===== src/rtl/mini_src_control_unit.sv =====
// Hard-wired Moore control sequencer for the Mini SRC datapath: fetch T0-T2, per-opcode
// execute T3-T7, with instruction-boundary pause and a terminal halt state.
module mini_src_control_unit (
    input  logic        clk,
    input  logic        clr,
    input  logic [31:0] IR_Data,
    input  logic        CON_out,
    input  logic        Stop,
    output logic        Run,
    output logic        PC_in,
    output logic        IR_in,
    output logic        Y_in,
    output logic        Z_in,
    output logic        HI_in,
    output logic        LO_in,
    output logic        MAR_in,
    output logic        MDR_in,
    output logic        OutPort_in,
    output logic        IncPC,
    output logic        Rin,
    output logic        PC_out,
    output logic        Zhigh_out,
    output logic        Zlow_out,
    output logic        HI_out,
    output logic        LO_out,
    output logic        MDR_out,
    output logic        InPort_out,
    output logic        C_out,
    output logic        Rout,
    output logic        BAout,
    output logic        Read,
    output logic        Write,
    output logic        Gra,
    output logic        Grb,
    output logic        Grc,
    output logic [4:0]  alu_instruction_bits,
    output logic [3:0]  state_dbg
);

    typedef enum logic [3:0] {
        S_RESET  = 4'd0,
        S_T0     = 4'd1,
        S_T1     = 4'd2,
        S_T2     = 4'd3,
        S_T3     = 4'd4,
        S_T4     = 4'd5,
        S_T5     = 4'd6,
        S_T6     = 4'd7,
        S_T7     = 4'd8,
        S_PAUSE  = 4'd9,
        S_HALTED = 4'd10
    } state_t;

    localparam logic [4:0] OP_LD   = 5'b00000;
    localparam logic [4:0] OP_LDI  = 5'b00001;
    localparam logic [4:0] OP_ST   = 5'b00010;
    localparam logic [4:0] OP_ADD  = 5'b00011;
    localparam logic [4:0] OP_SHL  = 5'b01011;
    localparam logic [4:0] OP_ADDI = 5'b01100;
    localparam logic [4:0] OP_ANDI = 5'b01101;
    localparam logic [4:0] OP_ORI  = 5'b01110;
    localparam logic [4:0] OP_DIV  = 5'b01111;
    localparam logic [4:0] OP_MUL  = 5'b10000;
    localparam logic [4:0] OP_NEG  = 5'b10001;
    localparam logic [4:0] OP_NOT  = 5'b10010;
    localparam logic [4:0] OP_BR   = 5'b10011;
    localparam logic [4:0] OP_JR   = 5'b10100;
    localparam logic [4:0] OP_IN   = 5'b10110;
    localparam logic [4:0] OP_OUT  = 5'b10111;
    localparam logic [4:0] OP_MFHI = 5'b11000;
    localparam logic [4:0] OP_MFLO = 5'b11001;
    localparam logic [4:0] OP_HALT = 5'b11011;

    localparam logic [4:0] ALU_ADD = 5'b00011;
    localparam logic [4:0] ALU_AND = 5'b00101;
    localparam logic [4:0] ALU_OR  = 5'b00110;

    state_t     state_reg;
    logic       rst_done_reg;
    logic [4:0] opcode;
    state_t     last_state;

    logic is_rtype, is_imm, is_ldi, is_ld, is_st, is_muldiv, is_negnot;
    logic is_br, is_jr, is_mfhi, is_mflo, is_in, is_out, is_halt;

    assign opcode = IR_Data[31:27];

    always_comb begin
        is_rtype  = (opcode >= OP_ADD) && (opcode <= OP_SHL);
        is_imm    = (opcode >= OP_ADDI) && (opcode <= OP_ORI);
        is_ldi    = (opcode == OP_LDI);
        is_ld     = (opcode == OP_LD);
        is_st     = (opcode == OP_ST);
        is_muldiv = (opcode == OP_MUL) || (opcode == OP_DIV);
        is_negnot = (opcode == OP_NEG) || (opcode == OP_NOT);
        is_br     = (opcode == OP_BR);
        is_jr     = (opcode == OP_JR);
        is_mfhi   = (opcode == OP_MFHI);
        is_mflo   = (opcode == OP_MFLO);
        is_in     = (opcode == OP_IN);
        is_out    = (opcode == OP_OUT);
        is_halt   = (opcode == OP_HALT);
    end

    // Last execute step of the current instruction; nop and unknown opcodes end at T2.
    always_comb begin
        last_state = S_T2;
        if (is_rtype || is_imm || is_ldi || is_br)
            last_state = S_T5;
        else if (is_ld || is_st)
            last_state = S_T7;
        else if (is_muldiv)
            last_state = S_T6;
        else if (is_negnot)
            last_state = S_T4;
        else if (is_jr || is_mfhi || is_mflo || is_in || is_out)
            last_state = S_T3;
    end

    // rst_done_reg holds the sequencer in RESET for one full cycle after clr is released.
    always_ff @(posedge clk or negedge clr) begin
        if (!clr) begin
            state_reg    <= S_RESET;
            rst_done_reg <= 1'b0;
        end else begin
            rst_done_reg <= 1'b1;
            case (state_reg)
                S_RESET: begin
                    if (rst_done_reg)
                        state_reg <= S_T0;
                end
                S_PAUSE: begin
                    if (!Stop)
                        state_reg <= S_T0;
                end
                S_HALTED: state_reg <= S_HALTED;
                default: begin
                    if (state_reg == S_T2 && is_halt)
                        state_reg <= S_HALTED;
                    else if (state_reg == last_state)
                        state_reg <= Stop ? S_PAUSE : S_T0;
                    else
                        state_reg <= state_t'(state_reg + 4'd1);
                end
            endcase
        end
    end

    assign state_dbg = state_reg;
    assign Run = (state_reg >= S_T0) && (state_reg <= S_T7);

    always_comb begin
        PC_in = 1'b0; IR_in = 1'b0; Y_in = 1'b0; Z_in = 1'b0; HI_in = 1'b0; LO_in = 1'b0;
        MAR_in = 1'b0; MDR_in = 1'b0; OutPort_in = 1'b0; IncPC = 1'b0; Rin = 1'b0;
        PC_out = 1'b0; Zhigh_out = 1'b0; Zlow_out = 1'b0; HI_out = 1'b0; LO_out = 1'b0;
        MDR_out = 1'b0; InPort_out = 1'b0; C_out = 1'b0; Rout = 1'b0; BAout = 1'b0;
        Read = 1'b0; Write = 1'b0; Gra = 1'b0; Grb = 1'b0; Grc = 1'b0;
        alu_instruction_bits = 5'd0;
        case (state_reg)
            S_T0: begin
                PC_out = 1'b1; MAR_in = 1'b1; IncPC = 1'b1; Z_in = 1'b1;
            end
            S_T1: begin
                Zlow_out = 1'b1; PC_in = 1'b1; Read = 1'b1; MDR_in = 1'b1;
            end
            S_T2: begin
                MDR_out = 1'b1; IR_in = 1'b1;
            end
            S_T3: begin
                if (is_rtype || is_imm) begin
                    Grb = 1'b1; Rout = 1'b1; Y_in = 1'b1;
                end else if (is_ldi || is_ld || is_st) begin
                    Grb = 1'b1; BAout = 1'b1; Y_in = 1'b1;
                end else if (is_muldiv) begin
                    Gra = 1'b1; Rout = 1'b1; Y_in = 1'b1;
                end else if (is_negnot) begin
                    Grb = 1'b1; Rout = 1'b1; Z_in = 1'b1;
                    alu_instruction_bits = opcode;
                end else if (is_br) begin
                    PC_out = 1'b1; Y_in = 1'b1;
                end else if (is_jr) begin
                    Gra = 1'b1; Rout = 1'b1; PC_in = 1'b1;
                end else if (is_mfhi || is_mflo) begin
                    Gra = 1'b1; Rin = 1'b1;
                    HI_out = is_mfhi; LO_out = is_mflo;
                end else if (is_in) begin
                    Gra = 1'b1; Rin = 1'b1; InPort_out = 1'b1;
                end else if (is_out) begin
                    Gra = 1'b1; Rout = 1'b1; OutPort_in = 1'b1;
                end
            end
            S_T4: begin
                if (is_rtype) begin
                    Grc = 1'b1; Rout = 1'b1; Z_in = 1'b1;
                    alu_instruction_bits = opcode;
                end else if (is_imm) begin
                    C_out = 1'b1; Z_in = 1'b1;
                    alu_instruction_bits = (opcode == OP_ADDI) ? ALU_ADD :
                                           (opcode == OP_ANDI) ? ALU_AND : ALU_OR;
                end else if (is_ldi || is_ld || is_st || is_br) begin
                    C_out = 1'b1; Z_in = 1'b1;
                    alu_instruction_bits = ALU_ADD;
                end else if (is_muldiv) begin
                    Grb = 1'b1; Rout = 1'b1; Z_in = 1'b1;
                    alu_instruction_bits = opcode;
                end else if (is_negnot) begin
                    Zlow_out = 1'b1; Gra = 1'b1; Rin = 1'b1;
                end
            end
            S_T5: begin
                if (is_rtype || is_imm || is_ldi) begin
                    Zlow_out = 1'b1; Gra = 1'b1; Rin = 1'b1;
                end else if (is_ld || is_st) begin
                    Zlow_out = 1'b1; MAR_in = 1'b1;
                end else if (is_muldiv) begin
                    Zlow_out = 1'b1; LO_in = 1'b1;
                end else if (is_br) begin
                    Zlow_out = 1'b1; PC_in = CON_out;
                end
            end
            S_T6: begin
                if (is_ld) begin
                    Read = 1'b1; MDR_in = 1'b1;
                end else if (is_st) begin
                    // Read stays low so MDR loads from the bus rather than memory.
                    Gra = 1'b1; Rout = 1'b1; MDR_in = 1'b1;
                end else if (is_muldiv) begin
                    Zhigh_out = 1'b1; HI_in = 1'b1;
                end
            end
            S_T7: begin
                if (is_ld) begin
                    MDR_out = 1'b1; Gra = 1'b1; Rin = 1'b1;
                end else if (is_st) begin
                    Write = 1'b1;
                end
            end
            default: ;
        endcase
    end

endmodule


===== config.mk =====
export PLATFORM = sky130hd
export DESIGN_NAME = mini_src_control_unit
export DESIGN_NICKNAME = d
export VERILOG_FILES = /design/src/rtl/mini_src_control_unit.sv
export SDC_FILE = /design/constraint.sdc
export NUM_CORES = 1
export LEC_CHECK = 0
export CAP_MARGIN = 15
export CORE_ASPECT_RATIO = 0.5
export CORE_MARGIN = 1.5
export CORE_UTILIZATION = 39
export DETAILED_ROUTE_END_ITERATION = 16
export PLACE_DENSITY = 0.91
export SLEW_MARGIN = 20
export SYNTH_ARGS = -nofsm -noshare
export SYNTH_HDL_FRONTEND = slang
export SYNTH_SLANG_ARGS = --single-unit

===== constraint.sdc =====
create_clock -name clk -period 2.3 [get_ports clk]
set_input_delay 0.46 -clock clk [delete_from_list [all_inputs] [get_ports clk]]
set_output_delay 0.46 -clock clk [all_outputs]
set_load 0.01 [all_outputs]

==> flow_summary.rst <==
.. list-table::
   :header-rows: 1

   * - Metric
     - Value
   * - Result of the run
     - finished, violations left
   * - Violated checks
     - setup timing
   * - Number of enable-type register cells in the synthesized netlist
     - 0
   * - Remaining number of nets flagged by the antenna check after routing
     - 0
   * - GRT Overall Usage
     - 0.3579
   * - Die area
     - 3696 sq um
   * - Worst-Margin Slew
     - 0.4852 ns
   * - P&R area growth vs syn
     - 92.85%
   * - Total of fill cells in the finished design
     - 173
   * - Layout cells sized above 1
     - 0.4620
   * - Via count of the first global-routing pass
     - 2040
   * - Syn Inst Count
     - 199
   * - Crit path launch
     - state_dbg[1]
   * - HPWL after detailed placement
     - 4314 um
   * - Post-route cell area
     - 2497 sq um
   * - Required time of the critical path
     - 1.84 ns
   * - Area share of the leading cell type in the synthesized netlist
     - 0.09662
   * - Most frequently used cell type in the post-synthesis netlist
     - sky130_fd_sc_hd__nand2_1
   * - Initial DRC Count
     - 439
   * - RR Endpoint
     - state_dbg[3]
   * - CTS buffer count
     - 3
   * - Min-Delay Path Class
     - input pin to async pin
   * - Synth cell types
     - 58
   * - Via density
     - 6.810
   * - Y dimension of the die
     - 43.75 um
   * - Highest-delay cell along the critical path
     - sky130_fd_sc_hd__a2111oi_1
   * - Syn nets
     - 240
   * - Setup repair after global routing missed its margin
     - true
   * - Routed length per instance
     - 22.28 um
   * - RePlAce Congestion
     - 1.058
   * - H-tree Lvls
     - 1
   * - Largest area contributor in the synthesized netlist
     - sky130_fd_sc_hd__dfrtp_1
   * - Post-Route Skew
     - 0.003006 ns
   * - Initial Util
     - 0.4200
   * - Leading post-synthesis cells by instance count
     - sky130_fd_sc_hd__nand2_1, sky130_fd_sc_hd__nor2_1, sky130_fd_sc_hd__a21oi_1, sky130_fd_sc_hd__clkbuf_1, sky130_fd_sc_hd__nor3_1
   * - PortBufs
     - 44
   * - Total Nets Final
     - 345
   * - Stage delay of the slowest cell on the critical path
     - 0.47 ns
   * - Highest net fanout along the worst path
     - 6
   * - Ranking of synthesized cells by area
     - sky130_fd_sc_hd__dfrtp_1, sky130_fd_sc_hd__nand2_1, sky130_fd_sc_hd__nor2_1
   * - Num ports
     - 72
   * - Cell Chain, Critical Path
     - inv_2 > ha_2 > nand2_2 > a2111oi_1 > dlygate4sd2_1
   * - Fin. max-slew vios
     - 0
   * - Max reg flops
     - 4
   * - CTS tree
     - done
   * - PD cells
     - 780.1 nW/um^2
   * - Startpoint class of the critical path
     - flip-flop
   * - Total count of hold-check failures in the final report
     - 0
   * - Routed Wire Length
     - 7641 um
   * - Peak supply drop
     - 0.8281 mV
   * - Fraction of registers with async set/reset
     - 1.000
   * - Netlist area before placement
     - 1295 sq um
   * - Kind of critical path
     - flip-flop to primary output
   * - Cell Count, Final, Fillers Out
     - 343
   * - First drt pass iteration count
     - 6
   * - Clock insertion delay at the later pin of the skew report
     - 0.23 ns
   * - Fin Setup TNS
     - -0.2757 ns
   * - Number of antenna violations at the first check in global routing
     - 0
   * - Post-Place Cell Area
     - 2158 sq um
   * - Number of antenna repair diodes
     - 0
   * - Top flip-flop cell by instance count after synthesis
     - sky130_fd_sc_hd__dfrtp_1
   * - Post-Place Cells
     - 328
   * - Arr. time, crit path
     - 1.93 ns
   * - Minimum setup slack in the final design
     - -0.09224 ns
   * - Count of yosys warnings during synthesis
     - 0
   * - Max clock buf depth
     - 2
   * - Core footprint
     - 3083 sq um
   * - DR vias
     - 2336
   * - Highest clock rate
     - 418.0 MHz
   * - Clock-pin slew of the registers on the worst-case setup and hold paths
     - 0.04 ns
   * - Cell count of the worst reg-to-reg path
     - 5
   * - Shortest clock period the worst path allows after layout
     - 2.392 ns
   * - Hold bufs inserted after CTS
     - 0
   * - Pleak
     - 1.197 nW
   * - DRC violations left
     - 0
   * - Sequential cell area fraction in the yosys report
     - 0.09662
   * - Wire length of the first global-routing pass
     - 10340 um
   * - Setup violation total in the final timing report
     - 7
   * - Worst reg2reg startpoint
     - state_dbg[3]
   * - Worst slew margin
     - 0.6731
   * - Mean instance size in the synthesized netlist
     - 6.507 sq um
   * - Library cell used as clock root buffer
     - sky130_fd_sc_hd__clkbuf_8
   * - FP Rows
     - 14
   * - GRT Residual Overflow
     - 0
   * - Horiz. Die Dim
     - 84.49 um
   * - Ratio of final minimum period to clock period
     - 1.040
   * - Worst Setup End Kind
     - primary output
   * - Setup slack on the worst flop-to-flop path
     - 0.32 ns
   * - Max Cap Violations
     - 0
   * - Synthesis-stage register bit count
     - 5
   * - Clock sink count
     - 5
   * - Largest net degree at the start of global routing
     - 22
what timing repair did:
item | CTS | global route
pin swaps | 9 | 11
resized for setup | 89 | 52
setup endpoints to repair | 34 | 26
setup buffers | 9 | 3
cells by family (layout without fill, tap and decap cells):
logic type,Yosys count,count (layout),synth area share
flip-flops,5,5,0.09662
buffers and inverters,25,129,0.1014
multiplexers,1,1,0.007730
AO/OA/AOI/OAI,56,56,0.3092
XOR/XNOR,6,6,0.04058
adder cells (fa/ha/maj),5,5,0.04831
AND/OR/NAND/NOR,100,100,0.3933
other,1,1,0.002896
report_power, final:
| part | switching [mW] | internal [mW] | leakage (nW) |
|---|---|---|---|
| sequential | 0.0302 | 0.124 | 0.0616 |
| clock | 0.0546 | 0.120 | 0.0228 |
| combinational | 0.851 | 0.768 | 1.11 |
| total | 0.936 | 1.01 | 1.20 |
worst max-delay path by stage:
| stage | end | slack [ns] | cells past startpoint |
|---|---|---|---|
| 2_1_floorplan | alu_instruction_bits[2] | 0.08 | 5 |
| 3_3_place_gp | LO_in | -0.63 | 5 |
| 3_5_place_dp | Gra | -0.72 | 6 |
| 4_1_cts | Gra | -0.02 | 8 |
| 5_1_grt | Grc | -0.11 | 5 |
| 6_report | Grc | -0.09 | 5 |
worst max-delay path, delay by kind of cell, from the launching register on:
kind | cells | cell delay (ns)
AOI/OAI and AO/OA | 1 | 0.47
adders and majority gates | 1 | 0.23
buffers and inverters | 2 | 0.46
DFF | 1 | 0.40
and+or+nand+nor | 1 | 0.14
layout by cell type, fill, tap and decap left out, types with 3 or more instances in the layout:
cell,n
sky130_fd_sc_hd__o211ai_1,3
sky130_fd_sc_hd__o21ai_0,3
sky130_fd_sc_hd__inv_2,3
sky130_fd_sc_hd__dfrtp_1,5
sky130_fd_sc_hd__dlygate4sd2_1,21
sky130_fd_sc_hd__a21oi_1,10
sky130_fd_sc_hd__and3_1,3
sky130_fd_sc_hd__o21ai_1,3
sky130_fd_sc_hd__buf_6,5
sky130_fd_sc_hd__clkdlybuf4s50_1,8
sky130_fd_sc_hd__buf_8,3
sky130_fd_sc_hd__nor2_1,18
sky130_fd_sc_hd__nor3b_1,3
sky130_fd_sc_hd__clkbuf_2,4
sky130_fd_sc_hd__a31oi_1,3
sky130_fd_sc_hd__clkbuf_8,3
sky130_fd_sc_hd__buf_4,70
sky130_fd_sc_hd__buf_2,5
sky130_fd_sc_hd__or3_4,3
sky130_fd_sc_hd__a21o_1,3
sky130_fd_sc_hd__nand2_2,4
sky130_fd_sc_hd__o22ai_1,3
sky130_fd_sc_hd__nand2_1,27
sky130_fd_sc_hd__inv_1,3
sky130_fd_sc_hd__nor3_1,7
sky130_fd_sc_hd__nand3_1,6
per-layer routing:
metal / global-route usage / part of all wire / routed length (um) / vias up
li1: - / - / - / 940
met1: 0.4350 / 0.35 / 2696 / 1033
met2: 0.5730 / 0.41 / 3121 / 263
met3: 0.07238 / 0.15 / 1138 / 100
met4: 0.2774 / 0.090 / 684 / 0
met5: 0 / 0 / 0 / -
final cells by class:
type,instances,area (sq um),area share
multi-input combinational,169,1286,0.5150
timing repair buffer,119,968.4,0.3878
sequential,5,125.1,0.05010
tap,40,50.05,0.02004
clock buffer,4,45.04,0.01804
inverter,6,22.52,0.009018
stage by stage:
step                setup WS [ns]  hold WS (ns)  total power, mW    util
floorplan                 0.07931        0.1644           0.8375       -
finish                   -0.09224        0.4582            1.948  0.8101
global route              -0.1122        0.4780            2.019  0.8101
detailed placement        -0.7162        0.6393            1.511  0.7001
CTS                      -0.01758        0.4617            1.723  0.7581
global placement          -0.6308        0.6273            1.459  0.7001
Note: power is estimated with default switching activity, not from simulation.
